--- src/rtl/usb_pkg.sv ---
// Shared USB line definitions: bus levels, their dp/dm encodings and the
// transmit FSM state type.
package usb_pkg;

  typedef enum logic [1:0] {
    BUS_J,
    BUS_K,
    BUS_SE0
  } bus_state_t;

  // {dp, dm} for each full-speed bus level
  localparam logic [1:0] LINE_J   = 2'b10;
  localparam logic [1:0] LINE_K   = 2'b01;
  localparam logic [1:0] LINE_SE0 = 2'b00;

  typedef enum logic [2:0] {
    TX_IDLE,
    TX_DATA,
    TX_STUFF,
    TX_EOP_SE0,
    TX_EOP_J
  } tx_state_t;

  function automatic logic [1:0] bus_line(input bus_state_t lvl);
    logic [1:0] line;
    case (lvl)
      BUS_K:   line = LINE_K;
      BUS_SE0: line = LINE_SE0;
      default: line = LINE_J;
    endcase
    return line;
  endfunction

endpackage

--- src/rtl/nrzi_enc.sv ---
// NRZI line-level holder. Keeps the current bus level and drives dp/dm from
// registers so the transceiver never sees combinational glitches.
module nrzi_enc
  import usb_pkg::*;
(
  input  logic clk,
  input  logic rst_b,
  input  logic toggle,
  input  logic hold,
  input  logic force_se0,
  input  logic force_j,
  output logic dp,
  output logic dm
);

  bus_state_t lvl_q;
  bus_state_t lvl_d;
  logic [1:0] line_d;

  // Next level: EOP forcing wins, a hold freezes the line, otherwise toggle J<->K.
  always_comb begin
    lvl_d = lvl_q;
    if (force_se0) begin
      lvl_d = BUS_SE0;
    end else if (force_j) begin
      lvl_d = BUS_J;
    end else if (toggle && !hold) begin
      lvl_d = (lvl_q == BUS_K) ? BUS_J : BUS_K;
    end
    line_d = bus_line(lvl_d);
  end

  // Level and line registers; reset leaves the bus idle (J).
  always_ff @(posedge clk or negedge rst_b) begin
    if (!rst_b) begin
      lvl_q <= BUS_J;
      dp    <= 1'b1;
      dm    <= 1'b0;
    end else begin
      lvl_q <= lvl_d;
      dp    <= line_d[1];
      dm    <= line_d[0];
    end
  end

endmodule

--- src/rtl/usb_bitstuff_nrzi.sv ---
// USB transmit line stage: bit stuffing, NRZI encoding and EOP generation.
//
// state      | meaning
// TX_IDLE    | line J, transceiver off, waiting for stream_begin
// TX_DATA    | accepting serial bits, pause low
// TX_STUFF   | one cycle emitting the stuffed 0, upstream paused
// TX_EOP_SE0 | driving SE0 (line lags state by one cycle)
// TX_EOP_J   | driving the closing J, then eop_done and out_en drop
//
// The line is one edge behind the state, so the EOP counters are aligned to
// what is actually on dp/dm: SE0 is visible for EOP_SE0_BITS cycles and the J
// bit is visible for one cycle with out_en still high; eop_done and out_en=0
// appear together on the edge that completes that J bit.
module usb_bitstuff_nrzi
  import usb_pkg::*;
#(
  parameter int STUFF_RUN    = 6,
  parameter int EOP_SE0_BITS = 2
) (
  input  logic clk,
  input  logic rst_b,
  input  logic stream_begin,
  input  logic bit_in,
  input  logic bit_valid,
  input  logic stream_done,
  output logic pause,
  output logic dp,
  output logic dm,
  output logic out_en,
  output logic eop_done
);

  localparam int CW = $clog2(STUFF_RUN + 1);
  localparam int EW = $clog2(EOP_SE0_BITS + 1);

  tx_state_t     state_q, state_d;
  logic [CW-1:0] ones_cnt, ones_d;
  logic [EW-1:0] eop_cnt, eop_d;
  logic          done_pend, done_pend_d;
  logic          out_en_d, eop_done_d;
  logic          toggle, hold, force_se0, force_j;
  logic [CW-1:0] ones_inc;

  assign ones_inc = ones_cnt + 1'b1;
  assign pause    = (state_q != TX_DATA);

  // Next-state, counter and line-control decode.
  always_comb begin
    state_d     = state_q;
    ones_d      = ones_cnt;
    eop_d       = eop_cnt;
    done_pend_d = done_pend;
    out_en_d    = out_en;
    eop_done_d  = 1'b0;
    toggle      = 1'b0;
    hold        = 1'b0;
    force_se0   = 1'b0;
    force_j     = 1'b0;
    case (state_q)
      TX_IDLE: begin
        force_j  = 1'b1;
        out_en_d = 1'b0;
        if (stream_begin) begin
          state_d     = TX_DATA;
          out_en_d    = 1'b1;
          ones_d      = '0;
          done_pend_d = 1'b0;
        end
      end
      TX_DATA: begin
        if (!bit_valid) begin
          hold = 1'b1;
        end else if (!bit_in) begin
          toggle = 1'b1;
          ones_d = '0;
          if (stream_done) begin
            state_d = TX_EOP_SE0;
            eop_d   = '0;
          end
        end else begin
          ones_d = ones_inc;
          if (ones_inc == CW'(STUFF_RUN)) begin
            state_d     = TX_STUFF;
            done_pend_d = stream_done;
          end else if (stream_done) begin
            state_d = TX_EOP_SE0;
            eop_d   = '0;
          end
        end
      end
      TX_STUFF: begin
        toggle = 1'b1;
        ones_d = '0;
        if (done_pend) begin
          state_d     = TX_EOP_SE0;
          eop_d       = '0;
          done_pend_d = 1'b0;
        end else begin
          state_d = TX_DATA;
        end
      end
      TX_EOP_SE0: begin
        force_se0 = 1'b1;
        if (eop_cnt == EW'(EOP_SE0_BITS - 1)) begin
          state_d = TX_EOP_J;
          eop_d   = '0;
        end else begin
          eop_d = eop_cnt + 1'b1;
        end
      end
      TX_EOP_J: begin
        force_j = 1'b1;
        if (eop_cnt == '0) begin
          eop_d = EW'(1);
        end else begin
          state_d    = TX_IDLE;
          eop_done_d = 1'b1;
          out_en_d   = 1'b0;
          eop_d      = '0;
        end
      end
      default: begin
        state_d  = TX_IDLE;
        out_en_d = 1'b0;
      end
    endcase
  end

  // FSM and counter registers.
  always_ff @(posedge clk or negedge rst_b) begin
    if (!rst_b) begin
      state_q   <= TX_IDLE;
      ones_cnt  <= '0;
      eop_cnt   <= '0;
      done_pend <= 1'b0;
      out_en    <= 1'b0;
      eop_done  <= 1'b0;
    end else begin
      state_q   <= state_d;
      ones_cnt  <= ones_d;
      eop_cnt   <= eop_d;
      done_pend <= done_pend_d;
      out_en    <= out_en_d;
      eop_done  <= eop_done_d;
    end
  end

  nrzi_enc u_nrzi_enc (
    .clk       (clk),
    .rst_b     (rst_b),
    .toggle    (toggle),
    .hold      (hold),
    .force_se0 (force_se0),
    .force_j   (force_j),
    .dp        (dp),
    .dm        (dm)
  );

endmodule

--- config.mk ---
export PLATFORM = sky130hd
export DESIGN_NAME = usb_bitstuff_nrzi
export DESIGN_NICKNAME = d
export VERILOG_FILES = /design/src/rtl/usb_pkg.sv /design/src/rtl/nrzi_enc.sv /design/src/rtl/usb_bitstuff_nrzi.sv
export SDC_FILE = /design/constraint.sdc
export NUM_CORES = 1
export LEC_CHECK = 0
export ABC_AREA = 1
export CELL_PAD_IN_SITES_DETAIL_PLACEMENT = 1
export CELL_PAD_IN_SITES_GLOBAL_PLACEMENT = 1
export CORE_MARGIN = 8
export CORE_UTILIZATION = 30
export DETAILED_ROUTE_END_ITERATION = 8
export HOLD_SLACK_MARGIN = 0.15
export PLACE_DENSITY_LB_ADDON = 0.1
export SLEW_MARGIN = 0
export SYNTH_ARGS = -nofsm -noshare
export SYNTH_HDL_FRONTEND = slang
export SYNTH_SLANG_ARGS = --single-unit
--- constraint.sdc ---
create_clock -name clk -period 1.85 [get_ports clk]
set_input_delay 0.555 -clock clk [delete_from_list [all_inputs] [get_ports clk]]
set_output_delay 0.555 -clock clk [all_outputs]
set_load 0.05 [all_outputs]
Word-level counts from Yosys, hierarchy flattened --
Index checks and enable logic that the tools add are counted.
Operators by class: multiplexer cells 43, $add $sub $neg 2, bitwise logic cells 1, reductions and logical operators 13, eq/ne operators 18
Operators by type and width (count):
- $mux W3 | 10
- $mux W2 | 10
- $mux W1 | 16
- $pmux W3 S5 | 1
- $ne A2 B2 Y1 const B | 7
- $pmux W3 S3 | 1
- $pmux W2 S4 | 1
- $reduce_and A4 Y1 | 2
- $eq A2 B1 Y1 const B | 3
- $eq A3 B2 Y1 const B | 2
- $eq A3 B3 Y1 const B | 2
- $pmux W1 S3 | 2
- $reduce_and A5 Y1 | 1
- $pmux W2 S2 | 1
- $reduce_bool A4 Y1 | 1
- $add A3 B1 Y3 const B | 1
- $eq A3 B1 Y1 const B | 1
- $logic_not A3 Y1 | 1
- $ne A3 B1 Y1 const B | 1
- $ne A3 B3 Y1 const B | 1
- $reduce_and A3 Y1 | 1
- $reduce_bool A3 Y1 | 1
- $reduce_or A3 Y1 | 1
- $add A2 B1 Y2 const B | 1
- 8 further kinds | 8
Storage, ports and cells: word-level logic and storage cells 86, register bits 15

Logic depth before layout (Yosys ltp) --
depth in word-level cells 9, gate-level depth with buffers 9, gate-level depth less buffers 9

By module --
From an unflattened synthesis, not the netlist that was laid out.
Unflattened totals: cell total of the unflattened synthesis 121, area total of the unflattened synthesis 897.1 um^2
Modules (own cells, without submodules):
- usb_bitstuff_nrzi | cells an instance 100, sequential area each 275.3 um^2, instances 1, area each 716.9 um^2
- nrzi_enc | cells an instance 21, sequential area each 101.3 um^2, instances 1, area each 180.2 um^2

Least setup slack after synthesis --
Ideal clock, no wire load.
kind flip-flop to flip-flop, start register state_q[2], end register u_nrzi_enc.dp, clock period less this slack 1.869 ns, arrival time 1.786 ns, stages on the path, launching flop included 8, setup slack -0.019 ns, cells stage by stage dfrtp_1 inv_2 nand3_1 o21ai_2 nand3_1 nand2_1 nor2_1 ha_1
Between the ends: cells in the longest elaborated chain, start to end 9, elaborated cells between the ends (all ways) 18, those cells by class eq/ne (6); mux (8); reduce/logical (4)
Ends and longest elaborated chain:
- start: declaration | RTL line usb_bitstuff_nrzi.sv:36 | tx_state_t state_q, state_d;
- start signal: assignment | RTL line usb_bitstuff_nrzi.sv:139 | state_q <= state_d;
- $eq A3 B1 Y1 | RTL line usb_bitstuff_nrzi.sv:59 | case (state_q)
- $mux W1 | RTL line usb_bitstuff_nrzi.sv:59
- $logic_not A1 Y1 | RTL line nrzi_enc.sv:27 | end else if (toggle && !hold) begin
- $logic_and A1 B1 Y1 | RTL line nrzi_enc.sv:27
- $mux W2 | RTL line nrzi_enc.sv:27
- $mux W2 | RTL line nrzi_enc.sv:25 | end else if (force_j) begin
- $mux W2 (*) | RTL line nrzi_enc.sv:23 | if (force_se0) begin
- net u_nrzi_enc.lvl_d[0] | RTL line nrzi_enc.sv:17 | bus_state_t lvl_d;
- $eq A2 B2 Y1 or $eq A2 B1 Y1 (tied branches) | RTL line usb_pkg.sv:26 | case (lvl)
- $pmux W2 S2 (*) | RTL line usb_pkg.sv:26
- net u_nrzi_enc.line_d[1] | RTL line nrzi_enc.sv:18 | logic [1:0] line_d;
- end signal: assignment | RTL line nrzi_enc.sv:41 | dp <= line_d[1];
- end: declaration | RTL line nrzi_enc.sv:12 | output logic dp,
The timed path passes the listed nets; every way through them passes the cells marked *. A chain may end at the register's enable or synchronous reset.

Worst setup path after layout --
start register state_q[2], end output port pause
Between the ends: cells in the longest elaborated chain, start to end 1
Ends and longest elaborated chain:
- $ne A3 B1 Y1 | RTL line usb_bitstuff_nrzi.sv:45 | assign pause = (state_q != TX_DATA);
- end: declaration | RTL line usb_bitstuff_nrzi.sv:26 | output logic pause,
No other way between the ends.

==> out/qor.csv <==
metric;value;unit
DRC;0;
detailed placement HPWL;1710;µm
Final Total Pwr;1.66;mW
CTS clk-pin slew, worst paths;90;ps
Syn. warnings;0;
syn_nets;122;
synthesized instance count;113;
DIE HEIGHT;69.7;µm
IO Pins;11;
row count;19;
pwr dens;1550;nW/µm²
Post-Syn Area;865;µm²
DR vias;780;
TritonCTS Buffers;3;
all-layer global routing usage;9.50;%
first-pass GRT wire length;3860;µm
vias in the first global route;846;
critical path endpoint category;primary output;
Worst-Skew Late Latency;290;ps
fin area;1070;µm²
RSZ-0062 raised after global routing;no;
Num Clock Sinks;15;
Slew Limit Fails;0;
routed vias/inst;4.84;
CP max-delay cell;dfrtp_2;
leakage;0.560;nW
CP Max Fanout;7;
Max Clk Rate;0.565;GHz
Routed WL per cell;13.1;µm
fin crit period;1770;ps
1st-pass router iterations;4;
CP required;1290;ps
Final Cycle Share;95.7;%
delay-heaviest family, CP;flip-flops;
grt total ovfl;0;
largest net degree at the start of global routing;16;
layout cell share with drive strength beyond 1;23.8;%
Peak VDD IR;0.918;mV
CP Buf/Inv Count;2;
CP max stage delay;490;ps
Starting Density;31.4;%
clock root cell;clkbuf_4;
IO Port Bufs;10;
diode count;0;
Worst setup SP type;register;
drt total wl;2110;µm
synth unique cells;20;
setup TNS;0;ps
core area;2760;µm²
CTS tree;built;
worst path cell trace;inv_2 > nand3_2 > buf_12;
Filler Cell Count;349;
Die Span X;69.7;µm
H-tree depth;1;
critical path type;reg -> out;
#FFs+latches synth;15;
clk buf depth;2;
final hold violations;0;
cts hold-fix bufs;0;
post-route ant nets;0;
DRT iter0 DRCs;14;
Seq/Total Area, Yosys;43.6;%
fin util;38.8;%
status;finished, final reports clean;
Worst EP arrival;1210;ps
initial antenna violation count;0;
Mapped Avg Cell Area;7.65;µm²
final net count;140;
Clock Skew;2.75;ps
gpl congestion;0.784;
post-CTS setup buffer count;0;
final setup violation count;0;
total die area;4860;µm²
relative slew slack;75.6;%
worst hold path type;reg -> reg;
synth-to-layout area growth;23.9;%
number of max-cap violations;0;
Slew @ Worst Pin;364;ps
Area after DPL;1040;µm²
[per-stage QoR]
| stage | std cells | hold slack, ps | setup WS, ps |
|---|---|---|---|
| floorplan | 113 | 259 | 217 |
| global placement | 157 | 500 | -9.02 |
| detailed placement | 157 | 509 | -26.6 |
| CTS | 161 | 538 | 19.2 |
| global route | 161 | 564 | 21.9 |
| finish | 161 | 529 | 80.1 |
[path summary, 6_finish.rpt]
check / startpoint / end / slack [ps] / cells after the start
max reg2reg: state_q[1]$_DFFE_PN0P_ / u_nrzi_enc.dp$_DFF_PN1_ / 310 / 7
min in group asynchronous: rst_b / eop_cnt[1]$_DFFE_PN0P_ / 570 / 2
max: state_q[2]$_DFFE_PN0P_ / pause / 80 / 3
max in group asynchronous: rst_b / u_nrzi_enc.dp$_DFF_PN1_ / 1030 / 2
min: done_pend$_DFFE_PN0P_ / done_pend$_DFFE_PN0P_ / 530 / 2
min reg2reg: done_pend$_DFFE_PN0P_ / done_pend$_DFFE_PN0P_ / 530 / 2
[cell families (layout without fill, tap and decap cells)]
family,Yosys count,in the layout,share of synthesized area [%]
adder cells (fa/ha/maj),3,3,4.34
AO/OA/AOI/OAI,12,12,7.67
flip-flops,15,15,43.6
AND/OR/NAND/NOR,65,65,36.6
buffers and inverters,18,35,7.82
[worst reg2reg max path: stages, from the launching register on]
cell and delay (ps):
dfrtp_1 510, inv_2 90, nor2_1 160, nand2_1 120
o21ai_2 90, o21ai_0 90, nor2_1 170, ha_1 250
[timing repair]
action,CTS,global route
endpoints found under the setup margin,0,1
gates resized for setup,0,1
hold endpoints to repair,0,0
[layout by cell type, fill, tap and decap left out, drive strengths merged]
cell type       n
nand2          35
inv            18
dfrtp          14
nand3          14
nor2           13
o21ai           8
buf             8
clkdlybuf4s50   5
clkbuf          4
a21oi           3
ha              3
nor3            2
or2             1
o21bai          1
dfstp           1
[cells in the mapped netlist (all sizes together)]
cell	instances	share of area [%]
inv	18	7.8
o21bai	1	0.87
nand3	14	11
dfrtp	14	41
o21ai	8	5.1
nor3	2	1.7
nor2	13	7.7
or2	1	0.72
a21oi	3	1.7
ha	3	4.3
dfstp	1	3.0
nand2	35	15
[flip-flops by register name (all words and copies together) (netlist names)]
| name | flops |
|---|---|
| ones_cnt | 3 |
| state_q | 3 |
| eop_cnt | 2 |
| u_nrzi_enc.lvl_q | 2 |
| done_pend | 1 |
| eop_done | 1 |
| out_en | 1 |
| u_nrzi_enc.dm | 1 |
| u_nrzi_enc.dp | 1 |
[where the power goes]
group	internal (mW)	total (mW)	switching, mW
registers	0.427	0.533	0.107
clock network	0.0839	0.198	0.114
logic	0.331	0.925	0.594
total	0.841	1.66	0.815
[metal layers]
metal / GRT usage, % / vias up / wire, µm
li1: - / 390 / -
met1: 10.4 / 377 / 921
met2: 16.8 / 9 / 1090
met3: 2.15 / 4 / 64
met4: 4.69 / 0 / 33
met5: 0 / - / 0
[area by class of cell]
class	instances	area [µm²]	area share, %
Inverter	18	67.6	6.31
Tap cell	31	38.8	3.62
Clock buffer	4	26.3	2.45
Sequential cell	15	378	35.3
Multi-Input combinational cell	80	425	39.7
Timing Repair Buffer	13	135	12.6
No activity file was read; power rests on OpenSTA's default activity.
